==> src/rtl/lane_transpose_pkg.sv <==
// ---------------------------------------------------------------
// lane_transpose_pkg : shared lane/data types for the transpose. rev 1.0
// ---------------------------------------------------------------
`default_nettype none

`ifndef R
`define R 8
`endif
`ifndef M
`define M 16
`endif

package lane_transpose_pkg;

  typedef logic [`M-1:0] data_t;
  typedef data_t [`R-1:0] lane_t;

  typedef enum logic {
    ST_IDLE = 1'b0,
    ST_READ = 1'b1
  } rd_state_t;

endpackage

`default_nettype wire

==> src/rtl/lane_transpose_bank.sv <==
// ---------------------------------------------------------------
// transpose_bank : LANES x LANES register array, row write / column read. rev 1.0
// ---------------------------------------------------------------
`default_nettype none

module transpose_bank
  import lane_transpose_pkg::*;
#(
  parameter int LANES     = `R,
  parameter int CNT_WIDTH = $clog2(LANES)
) (
  input  logic                   clk,
  input  logic                   wr_en_i,
  input  logic [CNT_WIDTH-1:0]   wr_row_i,
  input  data_t [LANES-1:0]      wr_data_i,
  input  logic [CNT_WIDTH-1:0]   rd_col_i,
  output data_t [LANES-1:0]      rd_data_o
);

  data_t [LANES-1:0] mem_q [LANES];

  always_ff @(posedge clk) begin
    if (wr_en_i) begin
      mem_q[wr_row_i] <= wr_data_i;
    end
  end

  // The row written this cycle is forwarded so a column can be read on the
  // same edge that completes the bank.
  for (genvar g = 0; g < LANES; g++) begin : g_row
    assign rd_data_o[g] = (wr_en_i && (wr_row_i == CNT_WIDTH'(g))) ?
                          wr_data_i[rd_col_i] : mem_q[g][rd_col_i];
  end

endmodule

`default_nettype wire

==> src/rtl/lane_transpose.sv <==
// ---------------------------------------------------------------
// lane_transpose : ping-pong LANES x LANES transpose, beat k lane i = in beat i lane k. rev 1.0
// ---------------------------------------------------------------
`default_nettype none

module lane_transpose
  import lane_transpose_pkg::*;
#(
  parameter int LANES     = `R,
  parameter int CNT_WIDTH = $clog2(LANES)
) (
  input  logic                clk,
  input  logic                rst_n,
  input  logic                valid_in,
  input  data_t [LANES-1:0]   lane_in,
  input  logic                clear,
  output logic                valid_out,
  output data_t [LANES-1:0]   lane_out
);

  localparam logic [CNT_WIDTH-1:0] LAST = CNT_WIDTH'(LANES - 1);

  logic [CNT_WIDTH-1:0] wr_cnt_q, wr_cnt_d;
  logic                 wr_ptr_q, wr_ptr_d;
  logic [1:0]           full_q, full_d;
  rd_state_t            state_q;
  logic                 rd_bank_q;
  logic [CNT_WIDTH-1:0] rd_cnt_q;

  logic                 w_wr_en;
  logic                 w_wr_last;
  logic [1:0]           w_full_now;
  logic                 w_emit;
  logic                 w_rd_last;
  data_t [LANES-1:0]    w_col [2];
  data_t [LANES-1:0]    w_rd_col;

  assign w_wr_en   = valid_in && !clear;
  assign w_wr_last = w_wr_en && (wr_cnt_q == LAST);

  // A bank completing on this edge already counts as full, so reading starts
  // on the same edge and the first output beat has no extra bubble.
  assign w_full_now = full_q | (w_wr_last ? (2'b01 << wr_ptr_q) : 2'b00);
  assign w_emit     = !clear && w_full_now[rd_bank_q];
  assign w_rd_last  = w_emit && (rd_cnt_q == LAST);
  assign w_rd_col   = rd_bank_q ? w_col[1] : w_col[0];

  for (genvar b = 0; b < 2; b++) begin : g_bank
    transpose_bank #(
      .LANES     (LANES),
      .CNT_WIDTH (CNT_WIDTH)
    ) u_bank (
      .clk       (clk),
      .wr_en_i   (w_wr_en && (wr_ptr_q == 1'(b))),
      .wr_row_i  (wr_cnt_q),
      .wr_data_i (lane_in),
      .rd_col_i  (rd_cnt_q),
      .rd_data_o (w_col[b])
    );
  end

  always_comb begin
    wr_cnt_d = wr_cnt_q;
    wr_ptr_d = wr_ptr_q;
    full_d   = full_q;
    if (clear) begin
      wr_cnt_d = '0;
      full_d   = '0;
    end else begin
      if (w_wr_last) begin
        wr_cnt_d         = '0;
        wr_ptr_d         = ~wr_ptr_q;
        full_d[wr_ptr_q] = 1'b1;
      end else if (w_wr_en) begin
        wr_cnt_d = wr_cnt_q + CNT_WIDTH'(1);
      end
      if (w_rd_last) begin
        full_d[rd_bank_q] = 1'b0;
      end
    end
  end

  always_ff @(posedge clk or negedge rst_n) begin
    if (!rst_n) begin
      wr_cnt_q <= '0;
      wr_ptr_q <= 1'b0;
      full_q   <= '0;
    end else begin
      wr_cnt_q <= wr_cnt_d;
      wr_ptr_q <= wr_ptr_d;
      full_q   <= full_d;
    end
  end

  // READ persists across block boundaries while the other bank is full,
  // which keeps back-to-back blocks contiguous on the output.
  always_ff @(posedge clk or negedge rst_n) begin
    if (!rst_n) begin
      state_q   <= ST_IDLE;
      rd_cnt_q  <= '0;
      rd_bank_q <= 1'b0;
      valid_out <= 1'b0;
      lane_out  <= '0;
    end else if (clear) begin
      state_q   <= ST_IDLE;
      rd_cnt_q  <= '0;
      rd_bank_q <= wr_ptr_q;
      valid_out <= 1'b0;
    end else if (w_emit) begin
      state_q   <= ST_READ;
      valid_out <= 1'b1;
      lane_out  <= w_rd_col;
      if (w_rd_last) begin
        rd_cnt_q  <= '0;
        rd_bank_q <= ~rd_bank_q;
      end else begin
        rd_cnt_q  <= rd_cnt_q + CNT_WIDTH'(1);
      end
    end else begin
      state_q   <= ST_IDLE;
      valid_out <= 1'b0;
    end
  end

endmodule

`default_nettype wire

==> config.mk <==
export PLATFORM = sky130hd
export DESIGN_NAME = lane_transpose
export DESIGN_NICKNAME = d
export VERILOG_FILES = /design/src/rtl/lane_transpose_pkg.sv /design/src/rtl/lane_transpose_bank.sv /design/src/rtl/lane_transpose.sv
export SDC_FILE = /design/constraint.sdc
export NUM_CORES = 2
export LEC_CHECK = 0
export CAP_MARGIN = 5
export CELL_PAD_IN_SITES_DETAIL_PLACEMENT = 1
export CELL_PAD_IN_SITES_GLOBAL_PLACEMENT = 2
export CORE_MARGIN = 2
export CORE_UTILIZATION = 53
export DETAILED_ROUTE_END_ITERATION = 16
export DONT_BUFFER_PORTS = 1
export GPL_ROUTABILITY_DRIVEN = 0
export PLACE_DENSITY_LB_ADDON = 0.2
export SETUP_SLACK_MARGIN = 0.5
export SLEW_MARGIN = 20
export SYNTH_ARGS = -nofsm -noshare
export SYNTH_HDL_FRONTEND = slang
export SYNTH_SLANG_ARGS = --single-unit
==> constraint.sdc <==
create_clock -name clk -period 37.4 [get_ports clk]
set_input_delay 7.48 -clock clk [delete_from_list [all_inputs] [get_ports clk]]
set_output_delay 7.48 -clock clk [all_outputs]
set_load 0.005 [all_outputs]
==> summary.txt <==
Outcome
  – Status: complete, no violations

Die
  – Die Y: 406 um
  – I/O pin count: 261
  – Num rows: 147
  – Chip Width: 406 um
  – Die Area: 0.165 mm2
  – Starting Density: 0.533
  – Core Box Area: 0.161 mm2

Timing
  – Fin. Hold Viols: 0
  – Final Skew: 26.4 ps
  – Final TNS setup: 0 ps
  – Final Max Slew Viols: 0
  – Final setup margin: 27380 ps
  – Highest achievable clock rate: 99.8 MHz
  – Tmin final: 10020 ps
  – Rel. slew slack: 0.135
  – RSZ-0062 raised after global routing: no
  – Final Setup Violations: 0
  – Worst slew pin tran: 1300 ps
  – Period utilization: 0.268

Clocking
  – Worst skew pair latency: 840 ps
  – TritonCTS clock tree: yes
  – Clock-pin slew of the registers on the worst-case setup and hold paths: 60 ps
  – CTS sink cnt: 2187
  – Buffer count from post-CTS setup fixing: 0
  – CTS Root Cell: clkbuf_16
  – Maximum level of the CTS H-tree: 4
  – Post-CTS sizing: 0
  – Deepest clock path buffer count: 3
  – Hold buffers post-CTS: 0
  – CTS Buf Count: 217

Cells and area
  – Fin area: 0.0948 mm2
  – Sequential standard cell area: 0.0650 mm2
  – Synth-to-Final Area Change: 10.7%
  – Nets@finish: 4789
  – Area occupied by multi-input gates: 0.0191 mm2
  – Fillers: 13700
  – Most common cell after layout, fill and taps aside: edfxtp_1
  – Most frequent cells in the layout: edfxtp_1 (2048), mux2i_1 (775), a22oi_1 (387)
  – Layout cell share with drive strength beyond 1: 0.133

Power and ir drop
  – P per Cell Area: 52.7 mW/mm2
  – Total power: 4.99 mW
  – Leakage: 28.6 nW
  – Peak supply drop: 0.0000505 V

Critical path
  – Type of destination of the critical path: flip-flop
  – WP data required: 38120 ps
  – Critical path class: input pin to flip-flop
  – Crit path launch type: input pin
  – Worst path top cell family by delay: buffers and inverters
  – Worst setup path startpoint: clear
  – Max incr delay on CP: 870 ps
  – Worst path bufs/invs: 3
  – CP Max Fanout: 50
  – Reg2reg start: rd_cnt_q[1]
  – Reg2reg setup slack: 31500 ps
  – Worst EP arrival: 10750 ps
  – Critical path cell sequence: and4bb_1 -> o221ai_4 -> buf_4 -> buf_4 -> buf_4 -> nand2_1 -> o31ai_1
  – CP max stage cell: buf_4
  – Worst R2R End: lane_out[106]
  – Top cell by count, worst path: buf_4
  – FF-to-FF path depth: 9

Place
  – DP Area: 0.0877 mm2
  – Place WS: 26590 ps
  – I/O Buffers: 0
  – Final HPWL from detailed placement: 171000 um

Yosys
  – Ys flop type: edfxtp_1
  – Synthesized flop and latch total: 2187
  – Net Count, Synth: 4764
  – Mean post-synth cell area: 18.5 um2
  – Synth Warn #: 0
  – Post-synthesis sequential area ratio: 0.759
  – Gate Count Post-Synth: 4624
  – Synthesized area: 0.0856 mm2
  – Distinct cell type count after synthesis: 62
  – FFs w/ async S/R, synth: 0.0636
  – Post-synth EDFFs: 2048

Routing
  – # DRC: 0
  – Routed wire per std cell: 41.9 um
  – First-pass DRT Iterations: 5
  – Post-Route WL: 294000 um
  – Routed Antenna Nets: 0
  – Via/cell ratio: 6.90
  – DR vias: 48400
  – Starting DRC count in detailed routing: 6320

Min path
  – Worst Hold Path EP: lane_out[93]
  – Source of the worst hold timing path: lane_out[93]
  – Worst Hold Class: flip-flop to flip-flop
  – Hold path depth: 2

Global route
  – Initial antenna violation count: 40
  – All-layer global routing usage: 0.358
  – First-pass GRT wire length: 400000 um
  – Vias in the first global route: 48600
  – Grt ovf: 0
  – Largest net degree at the start of global routing: 140

Job
  – Max_cap viols: 0
-- power breakdown --
part | leakage (nW) | switching, mW | internal, mW
combinational | 4.85 | 0.0430 | 0.0183
sequential | 20.3 | 0.0498 | 2.70
clock | 3.49 | 0.924 | 1.25
total | 28.6 | 1.02 | 3.97
-- worst register-to-register path: stages (launching register included) --
cell	delay, ps
dfrtp_4	810
buf_4	760
buf_4	710
buf_12	580
buf_4	860
buf_4	950
mux2i_1	200
a22oi_1	540
a21oi_1	150
o31ai_1	260
-- how the worst max path moves through the flow --
stage	endpoint	slack (ps)	cells after the start
2_1_floorplan	g_bank[0].u_bank.mem_q[0][0]	16300	4
3_3_place_gp	lane_out[61]	26740	6
3_5_place_dp	g_bank[1].u_bank.mem_q[3][108]	26590	5
4_1_cts	g_bank[1].u_bank.mem_q[3][77]	27480	5
5_1_grt	g_bank[1].u_bank.mem_q[3][77]	27260	5
6_report	lane_out[94]	27380	7
-- cell type report --
cell class,instances,share of cell area
well taps,2160,0.0285
clock buffers,304,0.0649
clock inverters,104,0.00987
inverters,9,0.000383
diodes,20,0.000528
repair buffers,97,0.00874
flip-flops and latches,2187,0.685
multi-input cells,2137,0.202
-- kinds of logic (layout without fill, tap and decap cells) --
| group | after synthesis | in the layout | share of synthesized area |
|---|---|---|---|
| flops | 2187 | 2187 | 0.759 |
| buf+inv | 300 | 514 | 0.0204 |
| compound gates | 887 | 887 | 0.0690 |
| xor+xnor | 1 | 1 | 0.000102 |
| other cells | 0 | 20 | 0 |
| simple gates | 294 | 294 | 0.0165 |
| mux | 947 | 947 | 0.134 |
| fa+ha+maj | 8 | 8 | 0.00117 |
-- routing by layer --
metal | global-route usage | up-vias | share of wire
met1 | 0.477 | 25900 | 0.37
met5 | 0 | - | 0.00022
met4 | 0.134 | 8 | 0.042
met2 | 0.554 | 2977 | 0.46
met3 | 0.112 | 653 | 0.12
li1 | - | 18900 | -
-- state kept, by name, summed over array words and instances, names as in the netlist --
register	flops
g_bank.u_bank.mem_q	2048
full_q	2
wr_cnt_q	3
valid_out	1
rd_bank_q	1
wr_ptr_q	1
lane_out	128
rd_cnt_q	3
-- stage by stage --
step | util | cells | hold slack (ps)
floorplan | - | 4624 | 467
finish | 0.590 | 7018 | 551
global placement | 0.546 | 6589 | 521
detailed placement | 0.546 | 6590 | 529
CTS | 0.590 | 6998 | 545
global route | 0.590 | 6998 | 579
-- synth_stat cells, drive strengths merged, types with 10 or more instances --
cell type	number	area, um2
o41ai	10	95.1
o31ai	114	871
mux2i	775	7760
o21ai	128	674
nor2	24	90.1
clkbuf	103	394
edfxtp	2048	61500
or4	14	105
mux4	158	3560
nand3	11	55.1
a22oi	389	2930
nand2	137	514
buf	188	1320
nor3	64	320
dfrtp	139	3480
o22ai	27	169
mux2	14	158
a21oi	203	1020
Note: power is estimated with default switching activity, not from simulation.
